**src/rtl/keypad_scanner_pkg.sv**
```systemverilog
// Shared constants for the 4x4 keypad scanner: key codes {row,col}, frame-result
// encoding and debounce FSM state encoding.
package keypad_scanner_pkg;

  // Telephone layout: row 0 = 1 2 3 A, row 1 = 4 5 6 B, row 2 = 7 8 9 C, row 3 = * 0 # D
  localparam logic [3:0] KEY_1    = 4'h0;
  localparam logic [3:0] KEY_2    = 4'h1;
  localparam logic [3:0] KEY_3    = 4'h2;
  localparam logic [3:0] KEY_4    = 4'h4;
  localparam logic [3:0] KEY_5    = 4'h5;
  localparam logic [3:0] KEY_6    = 4'h6;
  localparam logic [3:0] KEY_7    = 4'h8;
  localparam logic [3:0] KEY_8    = 4'h9;
  localparam logic [3:0] KEY_9    = 4'hA;
  localparam logic [3:0] KEY_STAR = 4'hC;
  localparam logic [3:0] KEY_0    = 4'hD;
  localparam logic [3:0] KEY_HASH = 4'hE;

  localparam logic [1:0] RES_NONE  = 2'd0;
  localparam logic [1:0] RES_ONE   = 2'd1;
  localparam logic [1:0] RES_MULTI = 2'd2;

  localparam logic [0:0] ST_IDLE = 1'b0;
  localparam logic [0:0] ST_HELD = 1'b1;

  function automatic logic [3:0] make_code(input logic [1:0] row, input logic [1:0] col);
    return {row, col};
  endfunction

endpackage

```
**src/rtl/keypad_scanner_if.sv**
```systemverilog
// Key-event bus from the keypad scanner to the code-entry logic, plus FSM state for observation.
interface keypad_scanner_if;
  import keypad_scanner_pkg::*;

  // key_valid is a one-cycle event strobe with no ready: the consumer must take key_code on
  // the cycle key_valid is high; key_code stays stable until the next event.
  logic [3:0] key_code;
  logic       key_valid;
  logic       key_held;
  logic [0:0] state;

  modport master (output key_code, key_valid, key_held, state);
  modport slave  (input  key_code, key_valid, key_held, state);

endinterface

```
**src/rtl/keypad_scanner_debounce.sv**
```systemverilog
// Frame-level debouncer: stability counter and IDLE/HELD FSM. Auto-repeat is built only when
// KEYPAD_REPEAT_EN is defined.
module keypad_scanner_debounce
  import keypad_scanner_pkg::*;
#(
  parameter int DEBOUNCE_SCANS = 4,
  parameter int REPEAT_DELAY   = 32,
  parameter int REPEAT_RATE    = 8
) (
  input  logic       clk,
  input  logic       rst,
  input  logic       frame_done,
  input  logic [1:0] frame_res,
  input  logic [3:0] frame_code,
  output logic [3:0] key_code,
  output logic       key_valid,
  output logic       key_held,
  output logic [0:0] state
);

  localparam int STAB_W = $clog2(DEBOUNCE_SCANS + 1);
  localparam logic [STAB_W-1:0] STAB_MAX = STAB_W'(DEBOUNCE_SCANS);

  logic [STAB_W-1:0] stab, stab_nxt;
  logic [1:0]        prev_res;
  logic [3:0]        prev_code;
  logic              same, stable;

  always_comb begin
    same     = (frame_res == prev_res) && ((frame_res != RES_ONE) || (frame_code == prev_code));
    stab_nxt = !same ? STAB_W'(1) : ((stab == STAB_MAX) ? stab : stab + STAB_W'(1));
    stable   = (stab_nxt == STAB_MAX);
  end

`ifdef KEYPAD_REPEAT_EN
  localparam int REP_W = $clog2(REPEAT_DELAY + 1);
  logic [REP_W-1:0] rep_cnt;
  logic             rep_fire;
  assign rep_fire = ((rep_cnt + REP_W'(1)) == REP_W'(REPEAT_DELAY));
`else
  localparam int repeat_cfg_unused = REPEAT_DELAY + REPEAT_RATE;
`endif

  always_ff @(posedge clk) begin
    if (rst) begin
      state     <= ST_IDLE;
      stab      <= '0;
      prev_res  <= RES_NONE;
      prev_code <= 4'h0;
      key_code  <= 4'h0;
      key_valid <= 1'b0;
      key_held  <= 1'b0;
`ifdef KEYPAD_REPEAT_EN
      rep_cnt   <= '0;
`endif
    end else begin
      key_valid <= 1'b0;
      if (frame_done) begin
        stab      <= stab_nxt;
        prev_res  <= frame_res;
        prev_code <= frame_code;
        case (state)
          ST_IDLE: begin
            if (stable && (frame_res == RES_ONE)) begin
              key_code  <= frame_code;
              key_valid <= 1'b1;
              key_held  <= 1'b1;
              state     <= ST_HELD;
`ifdef KEYPAD_REPEAT_EN
              rep_cnt   <= '0;
`endif
            end
          end
          default: begin
            // Other keys or multi-presses while held count as "still pressed".
            if (stable && (frame_res == RES_NONE)) begin
              key_held <= 1'b0;
              state    <= ST_IDLE;
            end
`ifdef KEYPAD_REPEAT_EN
            else if (rep_fire) begin
              rep_cnt   <= REP_W'(REPEAT_DELAY - REPEAT_RATE);
              key_valid <= (frame_res != RES_NONE);
            end else begin
              rep_cnt <= rep_cnt + REP_W'(1);
            end
`endif
          end
        endcase
      end
    end
  end

endmodule

```
**src/rtl/keypad_scanner.sv**
```systemverilog
// 4x4 matrix keypad scanner: row driver, column synchroniser and frame accumulation; debounce
// lives in keypad_scanner_debounce. Optional auto-repeat: define KEYPAD_REPEAT_EN.
module keypad_scanner
  import keypad_scanner_pkg::*;
#(
  parameter int SCAN_DIV       = 1000,
  parameter int DEBOUNCE_SCANS = 4,
  parameter int REPEAT_DELAY   = 32,
  parameter int REPEAT_RATE    = 8
) (
  input  logic       clk,
  input  logic       rst,
  input  logic [3:0] col_in,
  output logic [3:0] row_out,
  keypad_scanner_if.master kp
);

  localparam int DIV_W = (SCAN_DIV > 1) ? $clog2(SCAN_DIV) : 1;

  logic [DIV_W-1:0] div_cnt;
  logic             tick, frame_done;
  logic [1:0]       row, lo_col, acc_n, acc_nxt, frame_res;
  logic [3:0]       col_s1, col_s2, col_low, acc_code, code_nxt;
  logic [2:0]       n_low, tot;

  always_comb begin
    tick    = (div_cnt == DIV_W'(SCAN_DIV - 1));
    row_out = ~(4'b0001 << row);
    col_low = ~col_s2;
    n_low   = 3'(col_low[0]) + 3'(col_low[1]) + 3'(col_low[2]) + 3'(col_low[3]);
    tot     = {1'b0, acc_n} + n_low;
    // Low-bit count saturates at 2: anything beyond that is MULTI anyway.
    acc_nxt = (tot > 3'd2) ? 2'd2 : tot[1:0];
    casez (col_low)
      4'b???1: lo_col = 2'd0;
      4'b??10: lo_col = 2'd1;
      4'b?100: lo_col = 2'd2;
      default: lo_col = 2'd3;
    endcase
    code_nxt   = (acc_n == 2'd0) ? make_code(row, lo_col) : acc_code;
    frame_done = tick && (row == 2'd3);
    case (acc_nxt)
      2'd0:    frame_res = RES_NONE;
      2'd1:    frame_res = RES_ONE;
      default: frame_res = RES_MULTI;
    endcase
  end

  always_ff @(posedge clk) begin
    if (rst) begin
      div_cnt  <= '0;
      row      <= 2'd0;
      col_s1   <= 4'hF;
      col_s2   <= 4'hF;
      acc_n    <= 2'd0;
      acc_code <= 4'h0;
    end else begin
      col_s1 <= col_in;
      col_s2 <= col_s1;
      if (tick) begin
        div_cnt  <= '0;
        row      <= row + 2'd1;
        acc_n    <= (row == 2'd3) ? 2'd0 : acc_nxt;
        acc_code <= code_nxt;
      end else begin
        div_cnt <= div_cnt + DIV_W'(1);
      end
    end
  end

  keypad_scanner_debounce #(
    .DEBOUNCE_SCANS (DEBOUNCE_SCANS),
    .REPEAT_DELAY   (REPEAT_DELAY),
    .REPEAT_RATE    (REPEAT_RATE)
  ) u_debounce (
    .clk        (clk),
    .rst        (rst),
    .frame_done (frame_done),
    .frame_res  (frame_res),
    .frame_code (code_nxt),
    .key_code   (kp.key_code),
    .key_valid  (kp.key_valid),
    .key_held   (kp.key_held),
    .state      (kp.state)
  );

endmodule
```
**src/flat_wrapper.sv**
```systemverilog
// flat-port wrapper written by rule: the top's interface ports become plain ports
module keypad_scanner_flat import keypad_scanner_pkg::*;
#(
  parameter int SCAN_DIV       = 1000,
  parameter int DEBOUNCE_SCANS = 4,
  parameter int REPEAT_DELAY   = 32,
  parameter int REPEAT_RATE    = 8
)
  (clk, rst, col_in, row_out, kp_key_code, kp_key_valid, kp_key_held, kp_state);
  keypad_scanner_if kp_i ();
  input  logic clk;
  input  logic rst;
  input  logic [3:0] col_in;
  output logic [3:0] row_out;
  output wire logic [$bits(kp_i.key_code)-1:0] kp_key_code;
  output wire logic [$bits(kp_i.key_valid)-1:0] kp_key_valid;
  output wire logic [$bits(kp_i.key_held)-1:0] kp_key_held;
  output wire logic [$bits(kp_i.state)-1:0] kp_state;
  assign kp_key_code = kp_i.key_code;
  assign kp_key_valid = kp_i.key_valid;
  assign kp_key_held = kp_i.key_held;
  assign kp_state = kp_i.state;
  keypad_scanner #(.SCAN_DIV(SCAN_DIV), .DEBOUNCE_SCANS(DEBOUNCE_SCANS), .REPEAT_DELAY(REPEAT_DELAY), .REPEAT_RATE(REPEAT_RATE)) u_core (.clk(clk), .rst(rst), .col_in(col_in), .row_out(row_out), .kp(kp_i));
endmodule
```
**config.mk**
```make
export PLATFORM = sky130hd
export DESIGN_NAME = keypad_scanner_flat
export DESIGN_NICKNAME = d
export VERILOG_FILES = /design/src/rtl/keypad_scanner_pkg.sv /design/src/rtl/keypad_scanner_if.sv /design/src/rtl/keypad_scanner_debounce.sv /design/src/rtl/keypad_scanner.sv /design/src/flat_wrapper.sv
export SDC_FILE = /design/constraint.sdc
export NUM_CORES = 1
export LEC_CHECK = 0
export CAP_MARGIN = 20
export CORE_MARGIN = 2
export CORE_UTILIZATION = 55
export DETAILED_ROUTE_END_ITERATION = 10
export PLACE_DENSITY_LB_ADDON = 0.12
export SLEW_MARGIN = 25
export SYNTH_ARGS = -nofsm -noshare
export SYNTH_HDL_FRONTEND = slang
export SYNTH_SLANG_ARGS = --single-unit
```
**constraint.sdc**
```tcl
create_clock -name clk -period 5.2 [get_ports clk]
set_clock_uncertainty 0.05 [all_clocks]
set_input_delay 0.78 -clock clk [delete_from_list [all_inputs] [get_ports clk]]
set_output_delay 0.78 -clock clk [all_outputs]
set_load 0.01 [all_outputs]
```
* After elaboration in Yosys (flattened, before gate mapping) *
Cells that the tools add are included.

word-level totals
  register bits = 42
  latch bits = 0
  bits in writable memories = 0
  bits in read-only memories = 0
  input bits = 6
  output and inout port bits = 11
  word-level logic and storage cells = 64
  memories = 0

operators by class
  add/sub/neg operators = 7
  $mul = 0
  divide/modulo/power cells = 0
  order comparisons = 1
  equal/unequal tests = 12
  shifts and indexed selects = 1
  multiplexer cells = 13
  bitwise gates (word level) = 4
  reduce and logical (&&, ||, !) cells = 13

operators with widths
  kind                     number
  $add A10 B1 Y10 const B  1
  $eq A10 B10 Y1 const B   1
  $eq A3 B3 Y1 const B     3
  $not A4 Y4               2
  $add A3 B1 Y3            2
  $logic_not A2 Y1         3
  $mux W1                  6
  $mux W3                  2
  $pmux W2 S3              1
  $reduce_and A3 Y1        2
  $eq A2 B1 Y1 const B     2
  $eq A2 B2 Y1 const B     2
  $eq A4 B4 Y1             1
  $logic_and A1 B1 Y1      4
  $mux W2                  2
  $mux W4                  1
  $ne A2 B1 Y1 const B     2
  $pmux W2 S2              1
  $shl A1 B2 Y4 const A    1
  $add A2 B3 Y3            1
  $add A3 B1 Y3 const B    1
  $gt A3 B2 Y1 const B     1
  $reduce_or A3 Y1         1
  $add A1 B1 Y2            1
  6 further kinds          7

* Logic depth before layout (Yosys ltp) *
  depth in word-level cells = 17
  depth in mapped cells = 12
  depth with buffers taken out = 12

* Modules after synthesis *
From an unflattened synthesis, not the netlist that was laid out.

second synthesis, totals
  cell total of the unflattened synthesis = 218
  area, all modules = 2013.2 µm²

modules (own cells, without submodules)
  module                   times used  cells an instance  area an instance (µm²)  sequential area each (µm²)
  keypad_scanner           1           130                1184.9                  520.5
  keypad_scanner_debounce  1           88                 828.3                   320.3

* Least setup slack after synthesis *
No wires, ideal clock.

  path kind = reg2reg
  start = register u_core.col_s2[0]
  end = register u_core.u_debounce.key_code[2]
  library setup time = 0.116 ns
  arrival time = 3.314 ns
  data required time = 5.034 ns
  path slack = 1.721 ns
  cell stages (with the launch flop) = 13
  period minus slack after synthesis = 3.479 ns
  cells stage by stage = dfxtp_1 inv_1 ha_1 fa_1 ha_1 inv_1 fa_1 xor2_1 and4b_1 o221ai_1 or4_4 or2_4 a31o_1

between the ends
  cells in the longest elaborated chain, start to end = 16
  elaborated cells on any way between the ends = 24
  those cells by class = add/sub (4); order compare (1); eq/ne (8); mux (5); bitwise (1); reduce/logical (5)

RTL lines
  item                                                     RTL line                       text
  from (decl)                                              keypad_scanner.sv:23           logic [3:0] col_s1, col_s2, col_low, acc_code, code_nxt;
  from (signal assigned)                                   keypad_scanner.sv:59           col_s2 <= col_s1;
  $not A4 Y4 (*)                                           keypad_scanner.sv:29           col_low = ~col_s2;
  $add A1 B1 Y2                                            keypad_scanner.sv:30           n_low = 3'(col_low[0]) + 3'(col_low[1]) + 3'(col_low[2]) + 3'(col_low[3]);
  $add A3 B1 Y3 (2 in a row)                               keypad_scanner.sv:30
  $add A2 B3 Y3                                            keypad_scanner.sv:31           tot = {1'b0, acc_n} + n_low;
  $gt A3 B2 Y1                                             keypad_scanner.sv:33           acc_nxt = (tot > 3'd2) ? 2'd2 : tot[1:0];
  $mux W2                                                  keypad_scanner.sv:33
  $eq A2 B1 Y1 / $logic_not A2 Y1 (equally long branches)  keypad_scanner.sv:42           case (acc_nxt)
  $pmux W2 S2                                              keypad_scanner.sv:42
  $ne A2 B1 Y1                                             keypad_scanner_debounce.sv:30  same = (frame_res == prev_res) && ((frame_res != RES_ONE) || (frame_code == prev_code));
  $logic_or A1 B1 Y1                                       keypad_scanner_debounce.sv:30
  $logic_and A1 B1 Y1                                      keypad_scanner_debounce.sv:30
  $mux W3                                                  keypad_scanner_debounce.sv:31  stab_nxt = !same ? STAB_W'(1) : ((stab == STAB_MAX) ? stab : stab + STAB_W'(1));
  $eq A3 B3 Y1                                             keypad_scanner_debounce.sv:32  stable = (stab_nxt == STAB_MAX);
  $logic_and A1 B1 Y1 (*)                                  keypad_scanner_debounce.sv:64  if (stable && (frame_res == RES_ONE)) begin
  $reduce_and A3 Y1 (no line) (*)                          -
  to (signal assigned)                                     keypad_scanner_debounce.sv:65  key_code <= frame_code;
  to (decl)                                                keypad_scanner_debounce.sv:15  output logic [3:0] key_code,

Mark *: on every way between the ends. The rest lies on a longest branch, timed or not.
A chain may end at the register's enable or synchronous reset.

* Worst setup path in the final report *
  start = register u_core.col_s2[0]
  end = register u_core.u_debounce.key_code[3]

The elaborated chain is that of the path after synthesis.

==> results.txt <==
----------------------------------------------------
[Worst setup path]
  FF-to-FF End ... u_core.u_debounce.key_code[3]
  Arrival time at the worst endpoint ... 3.85 ns
  Cell at the slowest stage of the critical path ... fa_1
  Kind of critical path ... flip-flop to flip-flop
  Delay-heaviest family, CP ... adder cells
  Worst reg2reg path startpoint ... u_core.col_s2[0]
  Worst path buffer plus inverter count ... 2
  Category of the worst setup path launch point ... flip-flop
  Critical Path Sink Type ... flip-flop
  Maximum fanout along the worst path ... 5
  FF-to-FF path depth ... 12
  Beginning of the critical path ... u_core.col_s2[0]
  FF-to-FF setup slack ... 1.49 ns
  Slowest cell delay on critical path ... between 0.5 and 0.6 ns
  Worst-path cell chain ... inv_1 -> ha_1 -> fa_1 -> ha_1 -> inv_1 -> fa_1 -> xor2_1 -> and4b_1 -> o221ai_1 -> or4_4 -> or2_4 -> a31o_1
  CP Data Required Time ... 5.34 ns

[Routing]
  Final wirelength ... 4.149 mm
  Initial drt markers ... 97
  Via-per-instance ratio ... ~5.5
  Detailed-routing iteration count for the pre-antenna-repair pass ... 4
  Number of routed nets with antenna violations ... 0
  Via count of the routed design ... around 1,700
  # DRC ... 0
  Post-DR wirelength/cell ... between 10 and 15 um

[Cells and area]
  Leading cell types in the layout, fill and taps excluded ... 42 x dfxtp_1, 23 x nor2_1, 19 x a21oi_1, 18 x inv_1
  Post-route core utilization ... 65.40%
  Diodes inserted ... 0
  Fill cells ... around 330
  Leading cell type in the layout, fill and taps excluded ... dfxtp_1
  Layout overhead on the synthesized area ... 14.22%
  Combined area of the multi-input logic cells ... about 0.0012 mm2
  Layout net count ... ~280
  Post-layout instance count excluding filler cells ... ~310
  Fraction of layout instances using a drive strength above 1 ... ~6.6%
  Area taken by flip-flops and latches ... 840.8 um2

[Clock network]
  Clock tree from TritonCTS ... built
  Clock slew seen by the registers of the worst setup and hold paths ... around 0.07 ns
  CTS Hold Buffers Added ... 0
  Clock tree root buffer cell ... clkbuf_8
  Maximum buffer depth of the clock tree ... 2
  Number of H-tree branching levels ... 2
  Number of buffers added for setup after CTS ... 0
  Number of CTS-inserted buffers ... 5
  CTS resizes ... 0
  Worst skew pair latency ... 0.30 ns
  Count of clock tree sinks ... 42

[Timing]
  Final-report setup violation count ... 0
  Final hold violation count ... 0
  Highest attainable clock frequency ... between 0.2 and 0.3 GHz
  RSZ-0062 raised after global routing ... no
  Final min period ... roughly 3.7 ns
  Count of pins over their slew limit ... 0
  Final setup TNS ... 0 ns
  Headroom to the max-slew limit ... 43.76%
  Transition time of the tightest slew-check pin ... between 0.8 and 0.9 ns
  Final period util ... ~71%

[Power]
  Seq pwr share ... a little over half
  Fraction of power spent switching nets ... between 20 and 25%
  Clock power frac ... 40.4%
  Peak supply drop ... 0.0001882 V
  P_sw ... 141.3 uW
  Comb pwr share ... between 7 and 8%
  Internal power consumption ... 489.7 uW
  Static leakage ... around 0.00093 uW
  Power per cell area ... 261.6 mW/mm2
  Post-layout total power ... around 630 uW

[GRT]
  Met1 global-route usage ... 29.36%
  Largest net degree at the start of global routing ... 35
  Fraction of met2 tracks used by global routing ... around a third
  Global-route total usage across every layer ... around a fifth
  Sum of overflow across all layers after global routing ... 0
  Vias in the first global route ... ~1,500
  Met3 routing resource usage after global routing ... ~5.6%
  Wire length of the first global-routing pass ... about 7 mm
  Highest-utilization routing layer at the global route stage ... met2
  Antenna violations before repair ... 0

[Placement]
  Number of port buffers ... 16
  RePlAce Congestion ... ~0.9
  Post-placement cell count ... between 200 and 300
  Post-detail-place hpwl ... between 2 and 3 mm

[Floorplan]
  Die footprint ... approximately 0.0044 mm2
  Area of the core ... 0.003689 mm2
  Starting density of the core ... a little under three fifths
  DIE WIDTH ... 65.97 um
  Top-level port count ... 17
  Number of standard-cell rows in the floorplan ... 22
  Die Height ... 65.97 um

[Yosys]
  Unique masters post-synth ... 43
  Syn Inst Count ... 240
  Syn_area_per_cell ... between 8 and 9 um2
  Part of the Yosys area used for sequential elements ... roughly two fifths
  Number of synthesized register bits ... 42
  Post-Synthesis Net Count ... 260
  Netlist area before placement ... ~0.0021 mm2
  Warnings from Yosys ... 0

[Hold path]
  Worst hold path class ... flip-flop to flip-flop
  Hold depth ... 1
  Start point of the worst min-delay path ... u_core.col_s1[1]
  Hold Path End ... u_core.col_s2[1]

[Job]
  Max-cap violations ... 0

[Run status]
  Outcome ... finished clean

----------------------------------------------------
==> cell type report <==
cell class | instances | area share (%)
timing repair buffer | 17 | 6.950
multi-input combinational | 172 | 48.34
inverter | 19 | 2.956
clock buffer | 7 | 3.164
clock inverter | 1 | 1.245
sequential | 42 | 34.85
tap | 48 | 2.490
==> power by group through the flow <==
stage / clock (uW) / sequential, uW / combinational (uW)
final: 255 / 329 / 46.6
after global routing: 270 / 330 / 52.5
after CTS: 258 / 329 / 46.8
after detailed placement: 0 / 337 / 46.5
after global placement: 0 / 337 / 46.2
after floorplan: 0 / 336 / 34.5
==> kinds of logic after synthesis <==
group / Yosys count / share of synthesized area (%)
buffers and inverters: 26 / 4.976
XOR/XNOR: 9 / 3.732
AO/OA/AOI/OAI: 42 / 14.34
adder cells (fa/ha/maj): 14 / 9.005
multiplexers: 4 / 2.073
AND/OR/NAND/NOR: 103 / 26.07
flip-flops: 42 / 39.81
==> state kept, by name, summed over array words and instances, names as in the netlist <==
signal / flops
u_core.u_debounce.key_code: 4
u_core.u_debounce.prev_code: 4
u_core.u_debounce.key_held: 1
u_core.u_debounce.key_valid: 1
u_core.col_s1: 4
u_core.u_debounce.state: 1
u_core.row: 2
u_core.acc_code: 4
u_core.u_debounce.prev_res: 2
u_core.u_debounce.stab: 3
u_core.acc_n: 2
u_core.col_s2: 4
u_core.div_cnt: 10
==> Yosys cell counts, drive strengths merged <==
cell type,number,area (um2)
a211oi,4,35.03
a21oi,19,95.09
a311o,1,10.01
a31o,2,17.52
and3,6,37.54
and4b,1,10.01
buf,1,11.26
clkbuf,6,22.52
dfxtp,42,840.8
fa,2,40.04
ha,12,150.1
inv,19,71.31
mux2i,4,43.79
nand2,16,60.06
nand2b,5,31.28
nand3,8,40.04
nand4,3,18.77
nand4b,3,26.28
nor2,23,86.33
nor2b,5,31.28
nor3,7,35.03
nor4,4,25.02
o211ai,3,22.52
o21ai,3,15.01
o21bai,1,7.510
o221ai,2,23.77
o31a,1,8.760
o31ai,5,51.30
o41ai,1,16.27
or2,12,77.57
or3,7,43.79
or3b,1,8.760
or4,2,18.77
xnor2,3,26.28
xor2,6,52.55
==> worst max path at each step <==
stage / endpoint / slack [ns] / depth (start not counted)
3_5_place_dp: u_core.u_debounce.key_code[2] / 1.49 / 12
2_1_floorplan: u_core.u_debounce.key_code[2] / 1.72 / 12
6_report: u_core.u_debounce.key_code[3] / 1.49 / 12
3_3_place_gp: u_core.u_debounce.key_code[2] / 1.59 / 12
5_1_grt: u_core.u_debounce.key_code[3] / 1.28 / 12
4_1_cts: u_core.u_debounce.key_code[3] / 1.49 / 12
==> through the flow <==
step	setup slack, ns	area (um2)	hold slack [ns]
after floorplan	1.721	2112	0.3332
after global placement	1.594	2306	0.3361
after detailed placement	1.492	2306	0.3391
after CTS	1.488	2412	0.3575
after global routing	1.281	2412	0.3738
final	1.493	2412	0.3549
==> routing by layer <==
metal,routed length [um],part of all wire (%),up-vias
met1,2044,49,784
met5,0,0,-
met4,29,0.70,0
met2,1860,45,41
li1,-,-,864
met3,214,5.2,4
==> worst register-to-register path, stage by stage, from the launching register on <==
cell	delay, ns
dfxtp_1	0.42
inv_1	0.07
ha_1	0.31
fa_1	0.55
ha_1	0.14
inv_1	0.05
fa_1	0.37
xor2_1	0.30
and4b_1	0.25
o221ai_1	0.14
or4_4	0.48
or2_4	0.27
a31o_1	0.21
(Power assumes the default switching activity.)
